===== src/rtl/cache_controller.sv =====
// MEM-stage sequencer for a write-through, no-write-allocate 2-way data cache and its SRAM controller.
// Optional hit/miss statistics counters are enabled with `define CACHE_CTRL_STATS_EN.
module cache_controller #(
  parameter int ADDR_W       = 32,
  parameter int DATA_W       = 32,
  parameter int CACHE_ADDR_W = 17,
  parameter int BASE_ADDR    = 1024
) (
  input  logic                    clk,
  input  logic                    rst,
  input  logic                    mem_r_en,
  input  logic                    mem_w_en,
  input  logic [ADDR_W-1:0]       mem_address,
  input  logic [DATA_W-1:0]       mem_wdata,
  output logic [DATA_W-1:0]       mem_rdata,
  output logic                    ready,
  output logic [CACHE_ADDR_W-1:0] cache_address,
  output logic [2*DATA_W-1:0]     cache_write_data,
  output logic                    cache_read_en,
  output logic                    cache_write_en,
  output logic                    cache_invalidate,
  input  logic [DATA_W-1:0]       cache_read_data,
  input  logic                    cache_hit,
`ifdef CACHE_CTRL_STATS_EN
  output logic [15:0]             hit_count,
  output logic [15:0]             miss_count,
`endif
  output logic [ADDR_W-1:0]       sram_address,
  output logic [DATA_W-1:0]       sram_wdata,
  output logic                    sram_r_en,
  output logic                    sram_w_en,
  input  logic [2*DATA_W-1:0]     sram_rdata,
  input  logic                    sram_ready
);

  typedef enum logic [1:0] {
    IDLE    = 2'd0,
    RD_MISS = 2'd1,
    WR_THRU = 2'd2
  } state_t;

  // BASE_ADDR is a multiple of 8, so subtracting it on word bits alone is exact and keeps line pairs intact.
  localparam logic [CACHE_ADDR_W-1:0] BASE_WORD_C = CACHE_ADDR_W'(BASE_ADDR >> 2);

  state_t              state_r;
  state_t              next_state_s;
  logic                store_path_s;
  logic [DATA_W-1:0]   fill_word_s;

  assign cache_address    = mem_address[CACHE_ADDR_W+1:2] - BASE_WORD_C;
  assign cache_write_data = sram_rdata;
  assign sram_wdata       = mem_wdata;
  assign store_path_s     = (state_r == WR_THRU) || ((state_r == IDLE) && mem_w_en);
  assign sram_address     = store_path_s ? mem_address : {mem_address[ADDR_W-1:3], 3'b000};
  assign fill_word_s      = mem_address[2] ? sram_rdata[2*DATA_W-1:DATA_W] : sram_rdata[DATA_W-1:0];

  // State register; reset aborts any access in flight.
  always_ff @(posedge clk or negedge rst) begin
    if (!rst) begin
      state_r <= IDLE;
    end else begin
      state_r <= next_state_s;
    end
  end

  // Next-state and output decode; outputs are forced idle while reset is asserted.
  always_comb begin
    next_state_s     = state_r;
    ready            = 1'b1;
    mem_rdata        = '0;
    cache_read_en    = 1'b0;
    cache_write_en   = 1'b0;
    cache_invalidate = 1'b0;
    sram_r_en        = 1'b0;
    sram_w_en        = 1'b0;
    if (!rst) begin
      next_state_s = IDLE;
    end else begin
      case (state_r)
        IDLE: begin
          if (mem_w_en) begin
            cache_invalidate = 1'b1;
            ready            = 1'b0;
            next_state_s     = WR_THRU;
          end else if (mem_r_en) begin
            cache_read_en = 1'b1;
            if (cache_hit) begin
              mem_rdata = cache_read_data;
              ready     = 1'b1;
            end else begin
              ready        = 1'b0;
              next_state_s = RD_MISS;
            end
          end else begin
            ready = 1'b1;
          end
        end
        RD_MISS: begin
          sram_r_en = 1'b1;
          if (sram_ready) begin
            cache_write_en = 1'b1;
            mem_rdata      = fill_word_s;
            ready          = 1'b1;
            next_state_s   = IDLE;
          end else begin
            ready = 1'b0;
          end
        end
        WR_THRU: begin
          sram_w_en = 1'b1;
          if (sram_ready) begin
            ready        = 1'b1;
            next_state_s = IDLE;
          end else begin
            ready = 1'b0;
          end
        end
        default: begin
          next_state_s = IDLE;
        end
      endcase
    end
  end

`ifdef CACHE_CTRL_STATS_EN
  logic hit_evt_s;
  logic miss_evt_s;

  assign hit_evt_s  = (state_r == IDLE) && !mem_w_en && mem_r_en && cache_hit;
  assign miss_evt_s = (state_r == IDLE) && !mem_w_en && mem_r_en && !cache_hit;

  // Saturating hit counter.
  always_ff @(posedge clk or negedge rst) begin
    if (!rst) begin
      hit_count <= 16'd0;
    end else if (hit_evt_s && (hit_count != 16'hFFFF)) begin
      hit_count <= hit_count + 16'd1;
    end else begin
      hit_count <= hit_count;
    end
  end

  // Saturating miss counter.
  always_ff @(posedge clk or negedge rst) begin
    if (!rst) begin
      miss_count <= 16'd0;
    end else if (miss_evt_s && (miss_count != 16'hFFFF)) begin
      miss_count <= miss_count + 16'd1;
    end else begin
      miss_count <= miss_count;
    end
  end
`endif

endmodule


===== config.mk =====
export PLATFORM = sky130hd
export DESIGN_NAME = cache_controller
export DESIGN_NICKNAME = d
export VERILOG_FILES = /design/src/rtl/cache_controller.sv
export SDC_FILE = /design/constraint.sdc
export NUM_CORES = 1
export LEC_CHECK = 0
export ABC_AREA = 1
export CORE_AREA = 2 2 137 139
export CTS_BUF_LIST = sky130_fd_sc_hd__clkbuf_8 sky130_fd_sc_hd__clkbuf_16
export DETAILED_ROUTE_END_ITERATION = 10
export DIE_AREA = 0 0 139 141
export PLACE_DENSITY = 0.56
export SYNTH_ARGS = -nofsm -noshare
export SYNTH_HDL_FRONTEND = slang
export SYNTH_SLANG_ARGS = --single-unit

===== constraint.sdc =====
create_clock -name clk -period 1.79 [get_ports clk]
set_input_delay 0.179 -clock clk [delete_from_list [all_inputs] [get_ports clk]]
set_output_delay 0.179 -clock clk [all_outputs]
set_load 0.005 [all_outputs]

---- After elaboration in Yosys (flattened, before gate mapping) ----
Index checks and enable logic that the tools add are counted.
Widths: inputs -> output; s select.
word-level totals
  word-level logic and storage cells ...... 45
  output and inout port bits .............. 183
  input bits .............................. 166
  register bits after elaboration ......... 2
cells by class
  equal/unequal tests ..................... 5
  add/subtract/negate cells ............... 1
  multiplexer cells ....................... 33
  reduce and logical (&&, ||, !) cells .... 5
operators by type and width
  cell                   number
  $mux 32                6
  $pmux 32 s2            1
  $mux 1                 18
  $sub 17x9->17 const B  1
  $mux 2                 5
  $ne 4x4->1 const B     2
  $pmux 2 s2             1
  $mux 3                 1
  $ne 3x2->1 const B     1
  $reduce_and 3->1       1
  $eq 2x1->1 const B     1
  $eq 2x2->1 const B     1
  $logic_not 2->1        1
  $pmux 1 s2             1
  $reduce_or 2->1        1
  $logic_and 1x1->1      1
  $logic_or 1x1->1       1

---- Logic depth before layout (Yosys ltp) ----
Gate-level depths: netlist of run 1.
  depth in word-level cells ............... 5
  gate-level depth with buffers ........... 8
  depth with buffers taken out ............ 8

---- Worst setup path before layout of run 1 ----
Ideal clock, no wire load.
  path type ............................... register to output
  from .................................... reg state_r[0]
  to ...................................... out mem_rdata[10]
  required time ........................... 1611 ps
  setup slack ............................. 378 ps
  path buffers ............................ 1
  stages on the path, launching flop included .. 8
  arrival time ............................ 1233 ps
  cell sequence ........................... dfrtp_1 > inv_1 > ha_1 > inv_2 > nor2_4 > buf_6 > nand3b_1 > a21oi_1
on the way
  cells in the longest elaborated chain, start to end .. 3
  elaborated cells on any way between the ends .. 4
  those cells by class .................... eq/ne: 1; mux: 2; reduce/logical: 1
ends and longest elaborated chain
  item                                                  line  text
  start: declaration                                    45    state_t state_r;
  start signal: assignment                              62    state_r <= next_state_s;
  $eq 2x1->1 / $logic_not 2->1 (equally long branches)  79    case (state_r)
  $pmux 32 s2 *                                         79
  $mux 32 *                                             76    if (!rst) begin
  end: declaration                                      15    output logic [DATA_W-1:0] mem_rdata,
Every way passes the cells marked *; elsewhere a longest branch is shown, timed or not.

---- Worst setup path in the final report of run 1 ----
  from .................................... reg state_r[1]
  to ...................................... out mem_rdata[10]
The elaborated chain is that of the path after synthesis.

==> flow_metrics.py, run 1 <==
metrics = {
    "status": {
        "run_status": "complete, but fails checks",
        "failed_checks": "setup timing",
    },
    "sta": {
        "slew_headroom": 0.702,
        "setup_tns_ns": -0.248,
        "rsz0062_at_grt": "true",
        "fin_crit_sh": 1.02,
        "holdWs_ns": 0.286,
        "worstMarginPinSlew_ns": 0.447,
        "skew_ns": 0.00218,
        "layout_min_cycle_time_ns": 1.83,
        "slew_violations": 0,
        "hold_violations": 0,
        "timing.fmax_mhz": 545,
        "setup_viol": 16,
        "setup_slack_ns": -0.0433,
    },
    "floorplanning": {
        "die-area_um2": 19600,
        "core_um2": 18300,
        "rows": 50,
        "ios": 349,
        "die_w_um": 139,
        "start_util": 0.154,
        "die_h_um": 141,
    },
    "critical_path": {
        "endpoint_kind": "primary output",
        "crit_type": "reg2out",
        "crit_chain": "inv_2 > ha_4 > inv_2 > nor2_4 > buf_12 > buf_12 > buf_6 > nand3b_1 > a21oi_2 > buf_2",
        "worstPathBufferInverterCount": 6,
        "max_stage_delay_ns": 0.38,
        "critPathSlowestCell": "dfrtp_1",
        "cp_data_required_time_ns": 1.61,
        "start_kind": "flip-flop",
        "worst-path-max-fanout": 7,
        "crit_family": "buffers and inverters",
        "crit_arrival_ns": 1.65,
    },
    "min_path": {
        "hold_path.class": "in2async",
    },
    "layout": {
        "drive_gt1_frac": 0.222,
        "num-nets-final": 803,
        "area_delta_synth_final_pct": 75.0,
        "largest_reg_flops": 2,
        "diodes": 0,
        "regMostFlops": "state_r",
        "top_regs": "state_r: 2 flops",
        "design_area_um2": 4920,
    },
    "routing": {
        "final_antenna_net_count": 0,
        "vias": 3358,
        "first_iter_violations": 67,
        "routed_wl_mm": 12.4,
        "via_per_inst": 3.89,
        "post_drt_wl_per_cell_um": 14.3,
        "drtPass1Iterations": 4,
        "drcViolationCount": 0,
    },
    "grt": {
        "grt_pass1_wl_mm": 17.8,
        "grt_max_degree": 35,
        "antenna_found_initial": 0,
        "grt_util_all_layers": 0.113,
        "grt_pass1_vias": 3368,
        "grt_overflow_total": 0,
    },
    "clocking": {
        "htreeDepth": 1,
        "cts_buffers": 3,
        "cts.clk_slew.worst_paths_ns": 0.03,
        "clock_path_buffers": 2,
        "cts_root_buffer": "clkbuf_16",
        "cts.sinks": 2,
        "cts-hold-fix-buffers": 0,
        "clock_latency_ns": 0.22,
        "cts_tree": "done",
    },
    "placement": {
        "numPortBuffers": 237,
        "place_area_um2": 4590,
        "gp_congestion": 0.779,
        "dp_slack_ns": -0.316,
        "dp_hpwl_mm": 9.37,
    },
    "pwr": {
        "cellPowerDensity_nw_per_um2": 348,
        "max-vdd-ir-drop_mv": 0.445,
        "leakagePower_nw": 2.36,
        "power.total_mw": 1.71,
    },
    "yosys": {
        "ys.warnings.count": 0,
        "syn_inst": 494,
        "synth.distinct_cells": 19,
        "syn_avg_cell_area_um2": 5.69,
        "ys_seq_area_frac": 0.0178,
        "netlist_area_um2": 2810,
        "syn_nets": 665,
        "synth_seq_cells": 2,
    },
    "job": {
        "drv_cap": 0,
    },
}
-- layer usage --
layer  vias to the layer above  track usage  share of wire
met1                      1488        0.128           0.40
li1                       1645            -              -
met5                         -            0              0
met2                       193        0.206           0.48
met3                        32       0.0285          0.085
met4                         0       0.0388          0.034
-- placed cells by master (no fill, tap or decap), drive strengths merged --
master / count
nand4: 2
clkdlybuf4s15: 1
nand2: 118
ha: 5
a21oi: 33
dlymetal6s2s: 4
nand3b: 33
nor2: 16
clkbuf: 7
buf: 87
clkdlybuf4s50: 184
xor2: 4
dfrtp: 2
inv: 84
clkinv: 1
dlygate4sd2: 10
nand3: 38
o21ai: 1
-- kinds of logic after synthesis --
kind of cell             synth area share
XOR/XNOR                           0.0125
adder cells (fa/ha/maj)            0.0222
flip-flops                         0.0178
buffers and inverters               0.544
AND/OR/NAND/NOR                     0.343
AO/OA/AOI/OAI                      0.0605
-- report_power, final --
group | internal (mW) | switching, mW | total, mW
combinational | 0.784 | 0.531 | 1.32
clock | 0.285 | 0.0563 | 0.341
sequential | 0.0520 | 0.00475 | 0.0567
total | 1.12 | 0.592 | 1.71
-- stage by stage --
step / instances / util
after global routing: 864 / 0.269
after global placement: 843 / 0.251
final: 864 / 0.269
after detailed placement: 843 / 0.251
after floorplan: 494 / -
after CTS: 857 / 0.259
-- layout make-up --
type | instances | area [µm²]
fillers | 2088 | 13300
repair buffers | 290 | 2800
multi-input cells | 250 | 1380
inverters | 85 | 324
well taps | 234 | 293
clock buffers | 3 | 75.1
flip-flops and latches | 2 | 50.0
-- Yosys cell counts --
master | n | area share
nand2_1 | 117 | 0.16
buf_4 | 136 | 0.36
inv_1 | 82 | 0.11
dlymetal6s2s_1 | 1 | 0.0044
dfrtp_1 | 2 | 0.018
clkbuf_8 | 4 | 0.020
nand2_2 | 1 | 0.0022
nor2_1 | 15 | 0.020
buf_2 | 9 | 0.016
inv_2 | 3 | 0.0040
ha_1 | 5 | 0.022
nand4_1 | 2 | 0.0044
nor2_4 | 1 | 0.0040
xor2_1 | 4 | 0.012
o21ai_0 | 1 | 0.0018
a21oi_1 | 33 | 0.059
nand3b_1 | 33 | 0.088
nand3_1 | 38 | 0.068
buf_6 | 7 | 0.028
-- what timing repair did --
item,CTS,global route
cloned,2,3
setup endpoints to repair,47,40
resized for setup,182,33
setup buffers,9,4
pin swaps,19,16
-- final timing paths --
check | from | slack [ns] | cells past startpoint | to
setup / recovery | state_r[1]$_DFFE_PN0P_ | -0.04 | 10 | mem_rdata[10]
hold / removal | rst | 0.29 | 2 | state_r[0]$_DFFE_PN0P_
setup reg to reg | state_r[1]$_DFFE_PN0P_ | 0.22 | 12 | state_r[1]$_DFFE_PN0P_
hold reg to reg | state_r[1]$_DFFE_PN0P_ | 0.64 | 3 | state_r[1]$_DFFE_PN0P_
max in group asynchronous | rst | 1.39 | 2 | state_r[1]$_DFFE_PN0P_
min in group clk | mem_address[27] | 0.36 | 0 | sram_address[27]
(Power assumes the default switching activity.)
==> run 2, diff against run 1 <==
- CELL_PAD_IN_SITES_DETAIL_PLACEMENT: default -> 0
- CELL_PAD_IN_SITES_GLOBAL_PLACEMENT: default -> 2
- CORE_AREA: 2 2 137 139 -> default
- CORE_MARGIN: default -> 1.5
- CORE_UTILIZATION: default -> 11
- DIE_AREA: 0 0 139 141 -> default
- PLACE_DENSITY: 0.56 -> 0.88
==> flow_metrics.py, run 2 (synthesis gave the netlist of run 1 again) <==
metrics = {
    "clocking": {
        "cts.clk_slew.worst_paths_ns": 0.03,
        "cts.sinks": 2,
        "htreeDepth": 1,
        "clock_latency_ns": 0.22,
        "clock_path_buffers": 2,
        "cts_tree": "done",
        "cts_root_buffer": "clkbuf_16",
        "cts_buffers": 3,
    },
    "critical_path": {
        "critPathSlowestCell": "dfrtp_1",
        "endpoint_kind": "primary output",
        "worst-path-max-fanout": 8,
        "crit_type": "reg2out",
        "crit_path_start": "state_r[0]$_DFFE_PN0P_",
        "cp_data_required_time_ns": 1.61,
        "crit_chain": "buf_6 > ha_2 > nand2_4 > inv_8 > buf_4 > buf_8 > nand3_1 > a21oi_2 > buf_2",
        "r2r-start": "state_r[0]$_DFFE_PN0P_",
        "max_stage_delay_ns": 0.36,
        "crit_arrival_ns": 1.69,
        "start_kind": "flip-flop",
    },
    "sta": {
        "worstMarginPinSlew_ns": 0.451,
        "slew_headroom": 0.699,
        "timing.fmax_mhz": 536,
        "rsz0062_at_grt": "true",
        "hold_violations": 0,
        "fin_crit_sh": 1.04,
        "setup_slack_ns": -0.0774,
        "layout_min_cycle_time_ns": 1.87,
        "skew_ns": 0.00255,
        "slew_violations": 0,
        "holdWs_ns": 0.298,
        "setup_viol": 29,
        "setup_tns_ns": -1.14,
    },
    "floorplanning": {
        "die-area_um2": 26500,
        "start_util": 0.112,
        "die_h_um": 163,
        "ios": 349,
        "core_um2": 25100,
        "die_w_um": 163,
        "rows": 58,
    },
    "placement": {
        "gp_congestion": 0.739,
        "dp_slack_ns": -0.345,
        "numPortBuffers": 237,
        "place_inst": 946,
        "dp_hpwl_mm": 9.92,
    },
    "layout": {
        "final_common_cell": "clkdlybuf4s50_1",
        "final_cells": 969,
        "num-nets-final": 811,
        "area_delta_synth_final_pct": 82.6,
        "top_regs": "state_r: 2 flops",
        "mostFrequentLayoutCells": "185 x clkdlybuf4s50_1, 114 x nand2_1, 77 x inv_1",
        "regMostFlops": "state_r",
        "largest_reg_flops": 2,
        "drive_gt1_frac": 0.227,
    },
    "grt": {
        "grt_max_degree": 20,
        "grt_overflow_total": 0,
        "grt_pass1_wl_mm": 18.7,
        "antenna_found_initial": 1,
        "grt_pass1_vias": 3202,
        "grt_util_all_layers": 0.0934,
    },
    "status": {
        "failed_checks": "setup timing",
        "run_status": "complete, but fails checks",
    },
    "routing": {
        "drcViolationCount": 0,
        "final_antenna_net_count": 0,
        "first_iter_violations": 128,
        "vias": 3319,
        "post_drt_wl_per_cell_um": 13.9,
        "routed_wl_mm": 13.5,
        "drtPass1Iterations": 4,
        "via_per_inst": 3.43,
    },
    "job": {
        "drv_cap": 0,
    },
    "pwr": {
        "cellPowerDensity_nw_per_um2": 340,
        "leakagePower_nw": 2.40,
        "max-vdd-ir-drop_mv": 0.271,
        "power.total_mw": 1.75,
    },
    "min_path": {
        "hold_path.class": "in2async",
    },
}
-- run 2: worst paths after layout --
check,end,slack (ns),cells past startpoint
worst max-delay path,mem_rdata[27],-0.08,9
worst min-delay path,state_r[1]$_DFFE_PN0P_,0.30,2
worst max register to register,state_r[0]$_DFFE_PN0P_,0.19,12
worst min register to register,state_r[1]$_DFFE_PN0P_,0.63,3
max in group asynchronous,state_r[0]$_DFFE_PN0P_,1.38,2
min in group clk,sram_address[27],0.36,0
-- run 2: cell type report --
class	instances	area, µm²
diodes	1	2.50
inverters	85	327
multi-input cells	250	1390
well taps	330	413
flip-flops and latches	2	50.0
clock buffers	3	75.1
fillers	2927	20000
repair buffers	298	2880
-- run 2: critical path: cells and delay by family (launching register included) --
family / cells / cell delay, ns
AO/OA/AOI/OAI: 1 / 0.16
adder cells (fa/ha/maj): 1 / 0.20
buffers and inverters: 5 / 0.58
flip-flops: 1 / 0.36
AND/OR/NAND/NOR: 2 / 0.17
-- run 2: timing repair --
item | 4_1_cts | 5_1_grt
hold buffers | 0 | 0
setup endpoints to repair | 47 | 38
cloned | 5 | 2
resized for setup | 181 | 27
buffers inserted | 11 | 4
pin swaps | 19 | 17
endpoints found under the hold margin | 0 | 0
-- run 2: metrics by stage --
stage / util / area [µm²]
4_1_cts: 0.201 / 5050
3_5_place_dp: 0.191 / 4790
6_report: 0.205 / 5140
2_1_floorplan: - / 2810
5_1_grt: 0.204 / 5130
3_3_place_gp: 0.191 / 4790
-- run 2: routing by layer --
layer  part of all wire  GRT usage  vias to the layer above
met5                  0          0                        -
met4              0.018     0.0192                        0
met3              0.078     0.0181                       22
met2               0.50      0.178                      174
met1               0.40      0.107                     1462
li1                   -          -                     1661
-- run 2: report_power, final --
group          switching, mW  internal, mW  total, mW  leakage, nW
Sequential           0.00476        0.0520     0.0567       0.0268
Combinational          0.557         0.798       1.35         2.34
Clock                 0.0515         0.284      0.336       0.0370
Total                  0.613          1.13       1.75         2.40
